## src/rtl/shift_add_mult_pkg.sv

```systemverilog
// Shared types and helpers for the shift-and-add multiplier.
package shift_add_mult_pkg;

   typedef enum logic [1:0] {
      IDLE   = 2'd0,
      RUN    = 2'd1,
      FINISH = 2'd2
   } state_t;

   // Width of the bit counter P, which must hold DP_WIDTH down to 0.
   function automatic int unsigned cnt_width(input int unsigned w);
      return $clog2(w + 1);
   endfunction

endpackage

```

## src/rtl/shift_add_mult_dp.sv

```systemverilog
// Datapath: A/B/Q/C/P registers with the conditional adder and the {C,A,Q} shifter.
module shift_add_mult_dp
   import shift_add_mult_pkg::*;
#(
   parameter int unsigned DP_WIDTH = 5,
   localparam int unsigned PW = cnt_width(DP_WIDTH)
) (
   input  logic                clock,
   input  logic                reset_b,
   input  logic                load,
   input  logic                step,
   input  logic [DP_WIDTH-1:0] b_load,
   input  logic [DP_WIDTH-1:0] q_load,
   output logic [DP_WIDTH-1:0] a,
   output logic [DP_WIDTH-1:0] q,
   output logic [PW-1:0]       p
);

   logic [DP_WIDTH-1:0] b;
   logic                c;
   logic [DP_WIDTH:0]   sum;

   // {C,A} = A + B when Q[0] is set; the shift below takes the carry into A's MSB.
   always_comb begin
      sum = {c, a};
      if (q[0]) begin
         sum = {c, a} + {1'b0, b};
      end
   end

   always_ff @(posedge clock or negedge reset_b) begin
      if (!reset_b) begin
         a <= '0;
         b <= '0;
         q <= '0;
         c <= 1'b0;
         p <= '0;
      end else if (load) begin
         a <= '0;
         b <= b_load;
         q <= q_load;
         c <= 1'b0;
         p <= PW'(DP_WIDTH);
      end else if (step) begin
         c <= 1'b0;
         a <= sum[DP_WIDTH:1];
         q <= {sum[0], q[DP_WIDTH-1:1]};
         p <= p - 1'b1;
      end
   end

endmodule

```

## src/rtl/shift_add_mult.sv

```systemverilog
// Sequential shift-and-add multiplier, unsigned or two's complement, fixed latency.
module shift_add_mult
   import shift_add_mult_pkg::*;
#(
   parameter int unsigned DP_WIDTH = 5
) (
   input  logic                  clock,
   input  logic                  reset_b,
   input  logic                  start,
   input  logic                  signed_mode,
   input  logic [DP_WIDTH-1:0]   multiplicand,
   input  logic [DP_WIDTH-1:0]   multiplier,
   output logic                  busy,
   output logic                  done,
   output logic [2*DP_WIDTH-1:0] product
);

   localparam int unsigned PW = cnt_width(DP_WIDTH);

   state_t                state;
   logic                  sign;
   logic                  load;
   logic                  step;
   logic [DP_WIDTH-1:0]   b_mag;
   logic [DP_WIDTH-1:0]   q_mag;
   logic [DP_WIDTH-1:0]   a;
   logic [DP_WIDTH-1:0]   q;
   logic [PW-1:0]         p;
   logic [2*DP_WIDTH-1:0] aq;

   // Negating the most negative value yields 2^(DP_WIDTH-1), which fits as unsigned.
   always_comb begin
      b_mag = (signed_mode && multiplicand[DP_WIDTH-1]) ? -multiplicand : multiplicand;
      q_mag = (signed_mode && multiplier[DP_WIDTH-1]) ? -multiplier : multiplier;
      load  = (state == IDLE) && start;
      step  = (state == RUN);
      aq    = {a, q};
   end

   shift_add_mult_dp #(
      .DP_WIDTH (DP_WIDTH)
   ) u_dp (
      .clock   (clock),
      .reset_b (reset_b),
      .load    (load),
      .step    (step),
      .b_load  (b_mag),
      .q_load  (q_mag),
      .a       (a),
      .q       (q),
      .p       (p)
   );

   always_ff @(posedge clock or negedge reset_b) begin
      if (!reset_b) begin
         state   <= IDLE;
         sign    <= 1'b0;
         busy    <= 1'b0;
         done    <= 1'b0;
         product <= '0;
      end else begin
         done <= 1'b0;
         unique case (state)
            IDLE: begin
               if (start) begin
                  state <= RUN;
                  busy  <= 1'b1;
                  sign  <= signed_mode & (multiplicand[DP_WIDTH-1] ^ multiplier[DP_WIDTH-1]);
               end
            end
            RUN: begin
               if (p == PW'(1)) begin
                  state <= FINISH;
               end
            end
            FINISH: begin
               // Negating zero gives zero, so no special case is needed.
               product <= sign ? -aq : aq;
               done    <= 1'b1;
               busy    <= 1'b0;
               state   <= IDLE;
            end
            default: state <= IDLE;
         endcase
      end
   end

endmodule

```

## config.mk

```make
export PLATFORM = sky130hd
export DESIGN_NAME = shift_add_mult
export DESIGN_NICKNAME = d
export VERILOG_FILES = /design/src/rtl/shift_add_mult_pkg.sv /design/src/rtl/shift_add_mult_dp.sv /design/src/rtl/shift_add_mult.sv
export SDC_FILE = /design/constraint.sdc
export NUM_CORES = 1
export LEC_CHECK = 0
export ABC_AREA = 1
export CORE_ASPECT_RATIO = 1.4
export CORE_MARGIN = 2
export CORE_UTILIZATION = 57
export CTS_BUF_LIST = sky130_fd_sc_hd__clkbuf_4
export CTS_CLUSTER_DIAMETER = 100
export CTS_CLUSTER_SIZE = 25
export DETAILED_ROUTE_END_ITERATION = 7
export PLACE_DENSITY = 0.8
export REMOVE_ABC_BUFFERS = 1
export SLEW_MARGIN = 40
export SYNTH_ARGS = -nofsm -noshare
export SYNTH_HDL_FRONTEND = slang
export SYNTH_HIERARCHICAL = 1
export SYNTH_SLANG_ARGS = --single-unit
```

## constraint.sdc

```tcl
create_clock -name clock -period 1.9 [get_ports clock]
set_input_delay 0.19 -clock clock [delete_from_list [all_inputs] [get_ports clock]]
set_output_delay 0.19 -clock clock [all_outputs]
set_load 0.01 [all_outputs]
```

==> impl_metrics.json, run 1 <==
{
  "status": "finished, final reports clean",
  "die_w_um": 54.2,
  "path_buf_inv": 2,
  "cts_buffers": 5,
  "ctsResizeCount": 0,
  "crit_chain": "ha_1 -> inv_1 -> fa_1 -> inv_1 -> nand3_1 -> nand3_1 -> nand3_1 -> nand2_1 -> nand2_1",
  "synth_cell_types": 29,
  "vias": 1720,
  "grt_use_total": 0.228,
  "clkPwrFrac": 0.109,
  "worst_slew_pin_slew_ps": 466,
  "clk_pin_slew_ps": 100,
  "core-area_um2": 3380,
  "antenna_found_initial": 0,
  "fmax_mhz": 620,
  "fin_nets": 318,
  "pwr-share-seq": 0.364,
  "crit_top_cell": "nand3_1",
  "cp_slowest_cell": "dfrtp_1",
  "p_sw_mw": 1.53,
  "ys_seq_area_frac": 0.411,
  "rsz0062_at_grt": "false",
  "clock_latency_ps": 340,
  "hold_violations": 0,
  "min_period_ps": 1610,
  "worstSetupStartpointType": "flop",
  "slew_headroom": 0.688,
  "final_common_cell": "nand2_1",
  "critical-path-top-delay-family": "adder cells",
  "drc": 0,
  "yosysWarnings": 6,
  "syn_area_um2": 2010,
  "clock_sinks": 33,
  "top_level_ports": 26,
  "grt_pass1_wl_mm": 6.69,
  "end_kind": "flop",
  "cts_tree": "built",
  "rows": 25,
  "design_area_um2": 2350,
  "swShare": 0.442,
  "drtPass1Iterations": 4,
  "post-cts-setup-buffer-count": 0,
  "gp_congestion": 0.815,
  "grt-ovfl-total": 0,
  "die_y_um": 74.2,
  "holdBufCountCts": 0,
  "p_total_mw": 3.46,
  "fin_skew_ps": 4.56,
  "htree_levels": 2,
  "synthToLayoutAreaGrowth_pct": 17.2,
  "cts_root_buffer": "clkbuf_4",
  "cp_max_fo": 6,
  "hpwl_mm": 2.92,
  "ff2ff_path_depth": 9,
  "route.detailed.vias_per_inst": 5.15,
  "period_share": 0.848,
  "routed_wl_mm": 3.78,
  "peakVddDrop_mv": 0.824,
  "fin_tns_setup_ps": 0,
  "layout-drive-gt1-share": 0.109,
  "slowest_delay_ps": 430,
  "start_util": 0.594,
  "ctsLongestPathBuffers": 2,
  "dieArea_um2": 4020,
  "finalSetupViolCount": 0,
  "arrival_ps": 1850,
  "postSynthCellCount": 262,
  "initialDrtViolationCount": 36,
  "ant_nets": 0,
  "crit_type": "flop to flop",
  "drv_cap": 0,
  "grt_max_degree": 34,
  "crit_required_ps": 2140,
  "grt_pass1_vias": 1628,
  "power_density_nw_per_um2": 1470,
  "path_depth": 9,
  "avgSynthCellArea_um2": 7.66,
  "hp-class": "input port to async pin",
  "wire_per_inst_um": 11.3,
  "power.leakage_nw": 1.25,
  "synth-seq-cells": 33,
  "antenna_cells": 0,
  "pwr-share-comb": 0.527,
  "drv_slew": 0,
  "internal_power_mw": 1.93,
  "final_cell_mix": "nand2_1 (81), inv_1 (36), dfrtp_1 (33)",
  "placed_cell_area_um2": 2300,
  "port_buffers": 25
}
[power by group through the flow]
stage | registers, mW | logic, mW | clock network (mW)
floorplan | 1.30 | 1.19 | 0
global placement | 1.26 | 1.77 | 0
detailed placement | 1.28 | 1.83 | 0
CTS | 1.26 | 1.83 | 0.392
global route | 1.31 | 2.09 | 0.412
finish | 1.26 | 1.82 | 0.379
[cells by family after synthesis]
group           share of synthesized area
xor+xnor                           0.0349
simple gates                        0.293
flops                               0.411
fa+ha+maj                          0.0661
compound gates                     0.0966
buf+inv                            0.0979
[sequential cells by signal, indices dropped and copies added (netlist names)]
signal	cells
busy	1
u_dp/b	5
done	1
sign	1
product	10
state	2
u_dp/q	5
u_dp/p	3
u_dp/a	5
[synth_stat cells, drive strengths merged]
library cell,instances,area share
o22ai,4,0.012
nand4,1,0.0031
nand2,87,0.18
nor3,1,0.0025
ha,9,0.056
dfrtp,33,0.41
nor2,21,0.048
o211ai,1,0.0037
a21oi,8,0.020
o21ai,14,0.037
a31oi,2,0.012
inv,41,0.077
or3b,1,0.0044
fa,1,0.010
xor2,7,0.031
a22oi,3,0.011
nand3,22,0.060
clkinv,1,0.0044
xnor2,1,0.0044
buf,4,0.017
[cell type report]
type,instances,area [um^2]
Multi-Input combinational cell,183,985
Clock inverter,1,3.75
Clock buffer,6,45.0
Timing Repair Buffer,29,280
Tap cell,40,50.0
Inverter,42,163
Fill cell,303,1030
Sequential cell,33,826
[per-stage QoR]
stage | cells | hold WS (ps) | util | setup slack [ps]
after CTS | 334 | 249 | 0.696 | 272
after global placement | 327 | 456 | 0.682 | 323
after global routing | 334 | 294 | 0.696 | 119
after floorplan | 258 | -106 | - | 386
after detailed placement | 327 | 458 | 0.682 | 283
final | 334 | 244 | 0.696 | 288
[per-layer routing]
layer	wire [um]	GRT usage
met5	0	0
met4	89	0.106
met3	119	0.0442
met2	1970	0.403
met1	1600	0.255
[final timing paths]
| kind | start | endpoint | slack (ps) |
|---|---|---|---|
| max | u_dp/a[0] | u_dp/a[3] | 290 |
| min | reset_b | product[3] | 240 |
| max reg2reg | u_dp/a[0] | u_dp/a[3] | 290 |
| min reg2reg | busy | busy | 480 |
| max in group asynchronous | reset_b | u_dp/b[4] | 1360 |
| min in group clock | multiplicand[0] | u_dp/b[0] | 420 |
No activity file was read; power rests on OpenSTA's default activity.
==> run 2: changes to the inputs <==
==> constraint.sdc (replaced) <==
create_clock -name clock -period 1.7 [get_ports clock]
set_input_delay 0.17 -clock clock [delete_from_list [all_inputs] [get_ports clock]]
set_output_delay 0.17 -clock clock [all_outputs]
set_load 0.01 [all_outputs]
==> impl_metrics.json, run 2 (synthesized netlist as in run 1, its figures left out) <==
{
  "start_util": 0.594,
  "critical-path-top-delay-family": "adder cells",
  "die_y_um": 74.2,
  "dieArea_um2": 4020,
  "grt_pass1_vias": 1734,
  "fin_nets": 321,
  "grt_max_degree": 34,
  "pwr-share-comb": 0.536,
  "fillers": 271,
  "antenna_found_initial": 0,
  "routed_wl_mm": 3.91,
  "worstSetupStartpointType": "flop",
  "rsz0062_at_grt": "false",
  "hp-class": "input port to async pin",
  "largest_register_ffs": 10,
  "vias": 1764,
  "core-area_um2": 3380,
  "grt_pass1_wl_mm": 7.05,
  "slew_headroom": 0.692,
  "crit_chain": "ha_2 -> inv_1 -> fa_2 -> inv_1 -> nand3_1 -> nand3_1 -> nand3_1 -> nand2_1 -> nand2_1",
  "grt_use_total": 0.238,
  "layout-drive-gt1-share": 0.131,
  "top_level_ports": 26,
  "largest-register": "product",
  "route.detailed.vias_per_inst": 5.22,
  "antenna_cells": 0,
  "clkPwrFrac": 0.116,
  "initialDrtViolationCount": 50,
  "cts_root_buffer": "clkbuf_4",
  "final_common_cell": "nand2_1",
  "power.leakage_nw": 1.27,
  "swShare": 0.436,
  "wire_per_inst_um": 11.6,
  "place_inst": 330,
  "ant_nets": 0,
  "slowest_delay_ps": 360,
  "clock_latency_ps": 330,
  "cts_tree": "built",
  "worst_slew_pin_slew_ps": 460,
  "holdBufCountCts": 0,
  "arrival_ps": 1710,
  "final_cell_mix": "nand2_1 (81), inv_1 (36), dfrtp_1 (33)",
  "multi_input_area_um2": 990,
  "end_kind": "flop",
  "status": "finished, final reports clean",
  "finalSetupViolCount": 0,
  "period_share": 0.872,
  "cts_buffers": 5,
  "die_w_um": 54.2,
  "power_density_nw_per_um2": 1660,
  "crit_type": "flop to flop",
  "min_period_ps": 1480,
  "crit_top_cell": "nand3_1",
  "hpwl_mm": 3.02,
  "hold_violations": 0,
  "gp_congestion": 0.785,
  "post-cts-setup-buffer-count": 0,
  "clock_sinks": 33,
  "drv_slew": 0,
  "pwr-share-seq": 0.348,
  "ctsResizeCount": 0,
  "cp_slowest_cell": "dfrtp_1",
  "cp_max_fo": 3,
  "fin_tns_setup_ps": 0,
  "p_sw_mw": 1.73,
  "grt-ovfl-total": 0,
  "rows": 25,
  "port_buffers": 25,
  "synthToLayoutAreaGrowth_pct": 19.1,
  "drtPass1Iterations": 4,
  "layout.area.seq_um2": 826,
  "htree_levels": 2,
  "clk_pin_slew_ps": 90,
  "ctsLongestPathBuffers": 2,
  "crit_required_ps": 1930,
  "drv_cap": 0,
  "fmax_mhz": 674,
  "final_cells": 338,
  "drc": 0,
  "internal_power_mw": 2.25,
  "peakVddDrop_mv": 0.936,
  "fin_skew_ps": 5.25,
  "path_buf_inv": 2
}
[run 2: cell count changes in the layout (fill, tap and decap cells not counted), sizes merged]
cell    delta
buf        +3
clkbuf     +2
clkinv     -1
[run 2: final timing paths]
path / start / end / slack (ps) / cells after the start
worst max-delay path: u_dp/b[0] / u_dp/a[3] / 220 / 9
worst min-delay path: reset_b / product[2] / 230 / 2
worst max register to register: u_dp/b[0] / u_dp/a[3] / 220 / 9
worst min register to register: busy / busy / 480 / 2
max in group asynchronous: reset_b / u_dp/b[1] / 1160 / 2
min in group clock: multiplicand[0] / u_dp/b[0] / 410 / 3
[run 2: stage by stage]
step,hold slack [ps],instance area (um^2),util,total power [mW],setup WS (ps)
floorplan,-126,1970,-,2.78,186
global placement,455,2330,0.689,3.43,224
detailed placement,462,2330,0.689,3.52,161
CTS,242,2390,0.706,4.00,153
global route,277,2390,0.708,4.38,54.6
finish,232,2390,0.708,3.98,217
[run 2: cell type report]
type,count,share of cell area
multi-input combinational,183,0.414
sequential,33,0.345
timing repair buffer,32,0.127
inverter,42,0.0680
clock buffer,8,0.0251
tap,40,0.0209
[run 2: layer usage]
metal  vias to the layer above  track usage  wire length [um]
li1                        896            -                 -
met1                       811        0.258              1580
met2                        44        0.419              2070
met3                        13       0.0462               142
met4                         0        0.131               120
met5                         -            0                 0
[run 2: power by group through the flow]
stage	registers [mW]	clock network, mW	logic [mW]
global route	1.44	0.510	2.44
CTS	1.39	0.477	2.13
floorplan	1.45	0	1.33
finish	1.39	0.460	2.13
global placement	1.39	0	2.04
detailed placement	1.40	0	2.12
